==> src/rtl/or_gate.sv <==
// Bitwise OR with a combinational output and a registered, valid-qualified copy.
// Also keeps a saturating count of accepted samples whose result is nonzero.
module or_gate #(
  parameter int WIDTH = 1,
  parameter int CNT_W = 16
) (
  input  logic             clk,
  input  logic             rst,
  input  logic [WIDTH-1:0] A,
  input  logic [WIDTH-1:0] B,
  input  logic             in_valid,
  input  logic             clr_cnt,
  output logic [WIDTH-1:0] C,
  output logic [WIDTH-1:0] C_q,
  output logic             out_valid,
  output logic             any_q,
  output logic [CNT_W-1:0] act_cnt,
  output logic             cnt_sat
);

  logic [WIDTH-1:0] w_orResult;
  logic             w_anySet;
  logic             w_countUp;

  logic [WIDTH-1:0] r_resultQ;
  logic             r_anyQ;
  logic             r_validQ;
  logic [CNT_W-1:0] r_actCnt;

  assign w_orResult = A | B;
  assign w_anySet   = |w_orResult;

  // The counter stops at all-ones instead of wrapping.
  assign cnt_sat   = &r_actCnt;
  assign w_countUp = in_valid && w_anySet && !cnt_sat;

  always_ff @(posedge clk) begin
    if (rst) begin
      r_resultQ <= '0;
      r_anyQ    <= 1'b0;
      r_validQ  <= 1'b0;
      r_actCnt  <= '0;
    end else begin
      if (in_valid) begin
        r_resultQ <= w_orResult;
        r_anyQ    <= w_anySet;
      end
      r_validQ <= in_valid;
      // A clear wins over a same-cycle increment.
      if (clr_cnt) begin
        r_actCnt <= '0;
      end else if (w_countUp) begin
        r_actCnt <= r_actCnt + CNT_W'(1);
      end
    end
  end

  assign C         = w_orResult;
  assign C_q       = r_resultQ;
  assign out_valid = r_validQ;
  assign any_q     = r_anyQ;
  assign act_cnt   = r_actCnt;

endmodule

==> config.mk <==
export PLATFORM = sky130hd
export DESIGN_NAME = or_gate
export DESIGN_NICKNAME = d
export VERILOG_FILES = /design/src/rtl/or_gate.sv
export SDC_FILE = /design/constraint.sdc
export NUM_CORES = 1
export LEC_CHECK = 0
export ABC_AREA = 0
export CAP_MARGIN = 40
export CORE_MARGIN = 2
export CORE_UTILIZATION = 48
export CTS_BUF_LIST = sky130_fd_sc_hd__clkbuf_8 sky130_fd_sc_hd__clkbuf_16
export DETAILED_ROUTE_END_ITERATION = 10
export GPL_ROUTABILITY_DRIVEN = 0
export PLACE_DENSITY = 0.88
export SLEW_MARGIN = 20
export SYNTH_ARGS = -nofsm -noshare
export SYNTH_HDL_FRONTEND = slang
export SYNTH_SLANG_ARGS = --single-unit
==> constraint.sdc <==
create_clock -name clk -period 3.6 [get_ports clk]
set_input_delay 0.72 -clock clk [delete_from_list [all_inputs] [get_ports clk]]
set_output_delay 0.72 -clock clk [all_outputs]
set_load 0.01 [all_outputs]
==> impl_metrics.json <==
{
  "fin_crit_sh_pct": 76.9,
  "max-vdd-ir-drop_mv": 0.254,
  "cts_tree": "done",
  "critPathRequiredTime_ns": 2.88,
  "switching_share_pct": 21.8,
  "row_count": 15,
  "synth_area_leader_cell": "dfxtp_1",
  "switchingPower_mw": 0.0813,
  "clock-sinks": 18,
  "whs_ns": 0.504,
  "hold_viol_final": 0,
  "clkPwrFrac_pct": 37.5,
  "fin_skew_ns": 0.00294,
  "synth_top_area_share_pct": 40.9,
  "crit_fanout": 5,
  "post_cts_resized": 0,
  "synth.avg_cell_area_um2": 8.65,
  "synthesis.area_um2": 882,
  "cap_viol_max_count": 0,
  "nets": 135,
  "first_iter_violations": 23,
  "cp-startpoint": "act_cnt[1]",
  "hold_path.class": "flip-flop to flip-flop",
  "grt_pass1_wl_um": 3350,
  "antenna_left": 0,
  "slew_viol_final": 0,
  "path_cells": "ha_1 > nand4_2 > nor4_1 > clkdlybuf4s50_1",
  "timing.setup.tns_ns": 0,
  "fmax_mhz": 361,
  "ys_warn_count": 0,
  "hold_path_end": "act_cnt[15]",
  "tightest_slew_ns": 0.662,
  "gr-total-overflow": 0,
  "holdBufCountCts": 0,
  "drt_pre_antenna_iters": 4,
  "area_delta_synth_final_pct": 33.8,
  "synth_cell_types": 31,
  "powerDensity_nw_per_um2": 315,
  "first_global_vias": 779,
  "drive_above_1_share_pct": 7.94,
  "via_count": 914,
  "drcViolationCount": 0,
  "dpl-instance-area_um2": 1140,
  "critical_path_class": "flip-flop to output pin",
  "cts_inserted_buffers": 3,
  "ff2ff_path_depth": 6,
  "drt_wl_total_um": 2170,
  "fin_crit_ns": 2.77,
  "syn_inst": 102,
  "fin_util_pct": 68.3,
  "p_leak_nw": 0.361,
  "final_cell_area_um2": 1180,
  "path_clk_slew_ns": 0.06,
  "core_um2": 1730,
  "grt_util_all_layers_pct": 21.8,
  "dieHeight_um": 46.9,
  "hold_start": "act_cnt[15]",
  "p_comb_share_pct": 8.0,
  "finalSetupViolations": 0,
  "cts_root_buf": "clkbuf_8",
  "rsz0062_at_grt": "false",
  "die-area_um2": 2200,
  "ys_top_cells_by_area": "dfxtp_1 (41%), a21oi_1 (7.9%), or3_1 (5.7%)",
  "relSlewSlack_pct": 55.4,
  "synth_async_sr_flop_share_pct": 0,
  "synth_seq_cells": 18,
  "avgViaCountPerCell": 6.05,
  "grt_max_degree": 17,
  "r2r-end": "act_cnt[1]",
  "start_kind": "flip-flop",
  "end_kind": "output pin",
  "synth_most_common_cell": "dfxtp_1",
  "fp.dieW_um": 46.9,
  "synthesis.nets": 109,
  "n_fill_cell": 151,
  "portBuffers": 26,
  "r2r_start": "act_cnt[1]",
  "htree_levels": 1,
  "r2r_setup_slack_ns": 1.35,
  "wl_per_cell_um": 14.4,
  "synth_edf_count": 0,
  "min_path_cells": 2,
  "diodes": 0,
  "yosys-top-cells-count": "dfxtp_1 (18), a21oi_1 (14), o21ai_0 (8), or3_1 (8)",
  "cts_setup_buffers": 0,
  "crit_path_max_incr_delay_ns": 0.60,
  "internal_power_mw": 0.291,
  "hpwl_um": 1620,
  "antenna_found_initial": 0,
  "worst_path_max_delay_cell": "clkdlybuf4s50_1",
  "status": "complete, no violations",
  "yosys_most_used_dff": "dfxtp_1",
  "seq_power_share_pct": 54.5,
  "crit_arrival_ns": 2.05,
  "clkLatencyLatePin_ns": 0.25,
  "cts_buffer_depth": 2,
  "synth_seq_area_share_pct": 40.9,
  "initial_core_util_pct": 51.1,
  "power_mw": 0.372,
  "num_io_pins": 27
}
[critical path: cells and delay by family (launching register included)]
family | cells | cell delay, ns
adders and majority gates | 1 | 0.24
buffers and inverters | 1 | 0.60
and+or+nand+nor | 2 | 0.54
DFF | 1 | 0.41
[placed cells by master (no fill, tap or decap), types with 2 or more instances in the layout]
master	instances
clkdlybuf4s50_1	26
dfxtp_1	18
a21oi_1	14
o21ai_0	8
or3_1	8
nand4_1	5
nand2_1	5
o31ai_1	5
nand3_1	4
nor2_1	4
or4_1	4
clkbuf_8	3
or2_2	2
and3_1	2
inv_1	2
[cells by family (layout without fill, tap and decap cells)]
| family | Yosys count | count (layout) | share of synthesized area [%] |
|---|---|---|---|
| mux | 1 | 1 | 1.13 |
| flops | 18 | 18 | 40.9 |
| fa+ha+maj | 1 | 1 | 1.42 |
| simple gates | 41 | 41 | 27.9 |
| buf+inv | 8 | 32 | 6.52 |
| compound gates | 32 | 32 | 21.1 |
| xor+xnor | 1 | 1 | 0.993 |
[registers in the layout, indices dropped and copies added (netlist names)]
name	flops
out_valid	1
any_q	1
act_cnt	16
[per-stage QoR]
step	std cells	setup slack, ns
floorplan	102	1.62
global placement	148	0.971
detailed placement	148	0.937
CTS	151	0.849
global route	151	0.746
finish	151	0.832
[worst max-delay path by stage]
| stage | end | cells past startpoint |
|---|---|---|
| finish | cnt_sat | 4 |
| global route | cnt_sat | 4 |
| CTS | cnt_sat | 4 |
| detailed placement | C | 3 |
| global placement | C | 3 |
| floorplan | cnt_sat | 3 |
[metal layers]
layer | wire length, um | GRT usage, % | share of wire [%]
met3 | 103 | 3.85 | 4.8
met1 | 907 | 24.8 | 42
met4 | 77 | 13.3 | 3.6
met2 | 1080 | 37.8 | 50
met5 | 0 | 0 | 0
[layout make-up]
cell class	instances	area, um^2	share of cell area (%)
multi-input combinational	76	472	40.0
timing repair buffer	27	268	22.7
clock buffer	3	41.3	3.50
sequential	18	360	30.5
tap	25	31.3	2.65
inverter	2	7.51	0.636
[power groups by stage]
stage / Combinational (mW) / Sequential (mW) / Clock [mW]
after CTS: 0.0299 / 0.203 / 0.142
after floorplan: 0.0161 / 0.208 / 0
after detailed placement: 0.0298 / 0.207 / 0
final: 0.0298 / 0.203 / 0.139
after global placement: 0.0283 / 0.207 / 0
after global routing: 0.0322 / 0.203 / 0.147
Power figures use the tool's default switching activity.
==> variant 1 (same flow settings) <==
`CNT_W`: 16 -> 32.
--- a/src/rtl/or_gate.sv
+++ b/src/rtl/or_gate.sv
@@ -3,5 +3,5 @@
 module or_gate #(
   parameter int WIDTH = 1,
-  parameter int CNT_W = 16
+  parameter int CNT_W = 32
 ) (
   input  logic             clk,
Interface: changed (resized act_cnt); port bits go from 27 to 43. The function was not compared with the original's and may differ.
==> variant 1 against the original RTL <==
Area after synthesis increased by 100%; final cell count increased by 100%; power grew 78%; sequential cell count increased by 16; setup slack lost 0.39 ns; combinational power increased by 6%; clock skew rose by 0.0053 ns; routed wire length is 110% higher; final area grew 95%; sequential share of layout area shrank 0.91 points; first-iteration DRC count grew to 3.5 times the old value; critical path type unchanged; largest power group unchanged.
==> variant 1: results (changes against the original RTL) <==
logic_synthesis:
  ys_top_cells_by_area: "dfxtp_1 39%, a21oi_1 4.8%, xnor2_1 4.5%"
  syn_avg_cell_area_um2: 8.40  # -2.9%
  yosys-top-cells-count: "34 x dfxtp_1, 17 x a21oi_1, 16 x nor2_1"
  synth_cell_types: 46  # +48%
power_and_ir_drop:
  p_comb_mw: 0.0315  # +6%
  p_int_mw: 0.520  # +79%
  power_mw: 0.664  # +78%
  vdd_drop_max_v: 0.000159  # -38%
  p_leak_nw: 0.692  # +92%
global_route:
  grt_pass1_vias: 1675  # +120%
  track_usage_pct: 23.2  # +1.4 points
critical_path:
  cpPeakStageDelay_ns: 0.76  # +0.16 ns
  cp.arrival_ns: 2.44  # +0.39 ns
  reg2reg_from: "act_cnt[14]$_SDFFE_PP0P_"
  reg2reg_slack_ns: 1.09  # -0.26 ns
  crit_family: "simple AND/OR/NAND/NOR gates"
  cp_slowest_cell: "or4_2"
  worstPathMaxFanout: 6  # +1
placement:
  port_buffers: 42  # +62%
  pre_cts_slack_ns: 0.496  # -0.441 ns
  post_dp_cell_area_mm2: 0.00222  # +95%
layout:
  drive_above_1_share_pct: 7.87  # -0.062 points
  largest_register_ffs: 32  # +16
  layoutNonFillerInstCount: 302  # +100%
timing:
  relSlewSlack_pct: 44.5  # -11 points
  fin_hold_ws_ns: 0.498  # -0.00545 ns
run_status:
  status: "complete, no violations"
route:
  wl_per_cell_um: 14.9  # +3.9%
clocking:
  htree_levels: 2  # +1
hold_path:
  hp-start: "any_q$_SDFFE_PP0P_"
[variant 1: how the worst max path moves through the flow]
stage,depth (start not counted),to,startpoint,slack (ns)
2_1_floorplan,5,cnt_sat,act_cnt[14]$_SDFFE_PP0P_,1.01
3_3_place_gp,6,act_cnt[27]$_SDFFE_PP0P_,in_valid,0.62
3_5_place_dp,6,act_cnt[27]$_SDFFE_PP0P_,in_valid,0.50
4_1_cts,4,cnt_sat,act_cnt[14]$_SDFFE_PP0P_,0.42
5_1_grt,4,cnt_sat,act_cnt[14]$_SDFFE_PP0P_,0.30
6_report,4,cnt_sat,act_cnt[14]$_SDFFE_PP0P_,0.44
[variant 1: cell type report]
class	instances	area, um^2
Inverter	3	11.3
Clock buffer	5	68.8
Tap cell	48	60.1
Multi-Input combinational cell	165	1030
Sequential cell	34	681
Fill cell	320	1310
Clock inverter	2	7.51
Timing Repair Buffer	45	443
[variant 1: routing by layer]
layer / up-vias / track usage [%] / share of wire, %
met5: - / 0 / 0
met4: 0 / 10.6 / 1.7
met3: 8 / 6.25 / 5.6
met2: 51 / 40.0 / 50
met1: 863 / 26.9 / 42
li1: 885 / - / -
[variant 1: logic make-up after synthesis]
| kind of cell | count (synthesis) | share of synthesized area, % |
|---|---|---|
| buffers and inverters | 11 | 3.26 |
| DFF | 34 | 38.6 |
| and+or+nand+nor | 103 | 34.7 |
| xor gates and xnor gates | 10 | 4.96 |
| muxes | 1 | 0.567 |
| adders and majority gates | 1 | 0.709 |
| AOI/OAI and AO/OA | 50 | 17.2 |
[variant 1: worst reg2reg max path, stage by stage, from the launching register on]
cell and delay, ns:
dfxtp_1 0.44, nand3_1 0.21, or4_2 0.76, o31ai_1 0.67
o21ai_0 0.20, a21oi_1 0.16
==> variant 2 (config.mk and constraints unchanged) <==
Made on the original files. Make the reset (`rst`) asynchronous in one clocked block.
--- a/src/rtl/or_gate.sv
+++ b/src/rtl/or_gate.sv
@@ -35,5 +35,5 @@
   assign w_countUp = in_valid && w_anySet && !cnt_sat;
 
-  always_ff @(posedge clk) begin
+  always_ff @(posedge clk or posedge rst) begin
     if (rst) begin
       r_resultQ <= '0;
Behaviour: differs if rst is asserted again (counterexample within 4 cycles, from zero or initial values and one cycle with rst high); with rst held inactive, the same outputs for 10 cycles.
==> variant 2 against the original RTL <==
Power grew 3.7%; final area increased by 10%; sequential share of layout area grew 4.0 points; clock skew about the same; setup slack lost 0.13 ns; combinational power up 13%; area after synthesis increased by 12%; register-to-register slack improved by 0.24 ns; sequential cell count did not move; core utilization fell by 1.2 points; fmax fell by 4.4%; routed wire length increased by 9.0%.
==> variant 2: results (changes against the original RTL) <==
critical_path:
  rr_endpoint: "act_cnt[14]$_DFFE_PP0P_"
  cp-endpoint: "cnt_sat"
  reg2reg_from: "act_cnt[1]$_DFFE_PP0P_"
  worstPathMaxFanout: 11  # +6
  cp_slowest_cell: "clkdlybuf4s50_1"
  critPathLaunch: "act_cnt[7]$_DFFE_PP0P_"
  reg2reg_slack_ns: 1.59  # +0.24 ns
  ff2ff_path_depth: 5  # -1
  cpPeakStageDelay_ns: 0.55  # -0.05 ns
  cp.arrival_ns: 2.17  # +0.12 ns
logic_synthesis:
  postSynthCellCount: 108  # +5.9%
  synth_cell_types: 36  # +16%
  async_flop_share_pct: 100  # +100 points
  ys_dominant_reg_cell: "dfrtp_1"
  yosysSeqAreaShare_pct: 45.7  # +4.9 points
  ys_top_cells_by_area: "dfrtp_1 46%, a21oi_1 5.1%, nand2_1 3.8%"
  ys_warn_count: 0  # unchanged
  yosys-top-cells-count: "18 x dfrtp_1, 10 x a21oi_1, 10 x nand2_1"
  syn_nets: 115  # +5.5%
clocking:
  clk_pin_slew_ns: 0.07
  clk_latency_ns: 0.26
  cts_buffer_depth: 2  # unchanged
  htree_levels: 1  # unchanged
  numCtsBuffers: 3  # unchanged
  post-cts-setup-buffer-count: 0  # unchanged
  ctsResizeCount: 0  # unchanged
  cts_root_buf: "clkbuf_8"
timing:
  finalSetupViolations: 0  # unchanged
  period_share_pct: 80.4  # +3.5 points
  fin_hold_ws_ns: 0.560  # +0.0565 ns
  clock_skew_ns: 0.00275  # -0.000183 ns
  tightest_slew_ns: 0.726  # +0.0639 ns
  maxSlewViolCount: 0  # unchanged
power_and_ir_drop:
  vdd_drop_max_v: 0.000224  # -12%
  p_leak_nw: 0.480  # +33%
placement:
  post_dp_cell_area_mm2: 0.00126  # +11%
  dp.cells: 157  # +6.1%
  dp_hpwl_um: 1680  # +3.9%
  pre_cts_slack_ns: 0.796  # -0.141 ns
  port_buffers: 26  # unchanged
layout:
  drive_above_1_share_pct: 7.52  # -0.42 points
  largest_register_ffs: 16  # unchanged
  nets: 142  # +5.2%
  insertedDiodeCount: 0  # unchanged
  layoutNonFillerInstCount: 160  # +6.0%
route:
  wl_per_cell_um: 14.8  # +2.9%
  first_iter_violations: 23  # unchanged
  first_pass_iters: 4  # unchanged
  vias: 963  # +5.4%
run_status:
  status: "complete, no violations"
global_route:
  grt_pass1_wl_um: 4040  # +21%
  grt_pass1_vias: 881  # +13%
  antenna_found_initial: 0  # unchanged
  gr-total-overflow: 0  # unchanged
  track_usage_pct: 21.2  # -0.61 points
  grt_max_degree: 19  # +2
hold_path:
  hold_class: "register to register"
==> variant 2: changes by cell type after synthesis, sizes merged, moves of 4 or more <==
cell and change:
a21oi -4, dfrtp +18, dfxtp -18, inv +6, nand2 +5, nor3 +5
o21ai -4, or3 -5
==> variant 2: cell families (layout without fill, tap and decap cells) <==
kind of cell | Yosys count | after routing | share of synthesized area, %
buffers and inverters | 13 | 38 | 5.46
DFF | 18 | 18 | 45.7
adders and majority gates | 1 | 1 | 1.27
muxes | 4 | 4 | 4.32
and+or+nand+nor | 44 | 44 | 24.9
AOI/OAI and AO/OA | 28 | 28 | 18.3
==> variant 2: worst min path at each step <==
stage | start | endpoint | cells past startpoint
after floorplan | any_q$_DFFE_PP0P_ | any_q$_DFFE_PP0P_ | 2
after global routing | any_q$_DFFE_PP0P_ | any_q$_DFFE_PP0P_ | 2
after CTS | any_q$_DFFE_PP0P_ | any_q$_DFFE_PP0P_ | 2
final | any_q$_DFFE_PP0P_ | any_q$_DFFE_PP0P_ | 2
after detailed placement | any_q$_DFFE_PP0P_ | any_q$_DFFE_PP0P_ | 2
after global placement | any_q$_DFFE_PP0P_ | any_q$_DFFE_PP0P_ | 2
==> variant 2: worst max-delay path, delay by kind of cell, from the launching register on <==
kind	cells	cell delay, ns
flip-flops	1	0.45
buffers and inverters	2	0.77
AND/OR/NAND/NOR	2	0.69
==> variant 2: where the power goes <==
| part | switching (mW) | internal [mW] | total (mW) |
|---|---|---|---|
| clock | 0.0695 | 0.0745 | 0.144 |
| combinational | 0.0172 | 0.0164 | 0.0336 |
| sequential | 0.00294 | 0.205 | 0.208 |
| total | 0.0896 | 0.296 | 0.386 |
==> variant 2: final cells by class <==
| class | instances | area [um^2] |
|---|---|---|
| clock buffer | 3 | 41.3 |
| timing repair buffer | 27 | 268 |
| tap | 27 | 33.8 |
| multi-input combinational | 77 | 480 |
| fill | 161 | 638 |
| inverter | 8 | 30.0 |
| sequential | 18 | 450 |
==> variant 2: routing by layer <==
layer	part of all wire, %	GRT usage [%]	wire [um]
met5	0	0	0
met4	1.2	7.14	29
met2	50	34.9	1180
met3	3.7	2.76	88
met1	45	28.9	1060
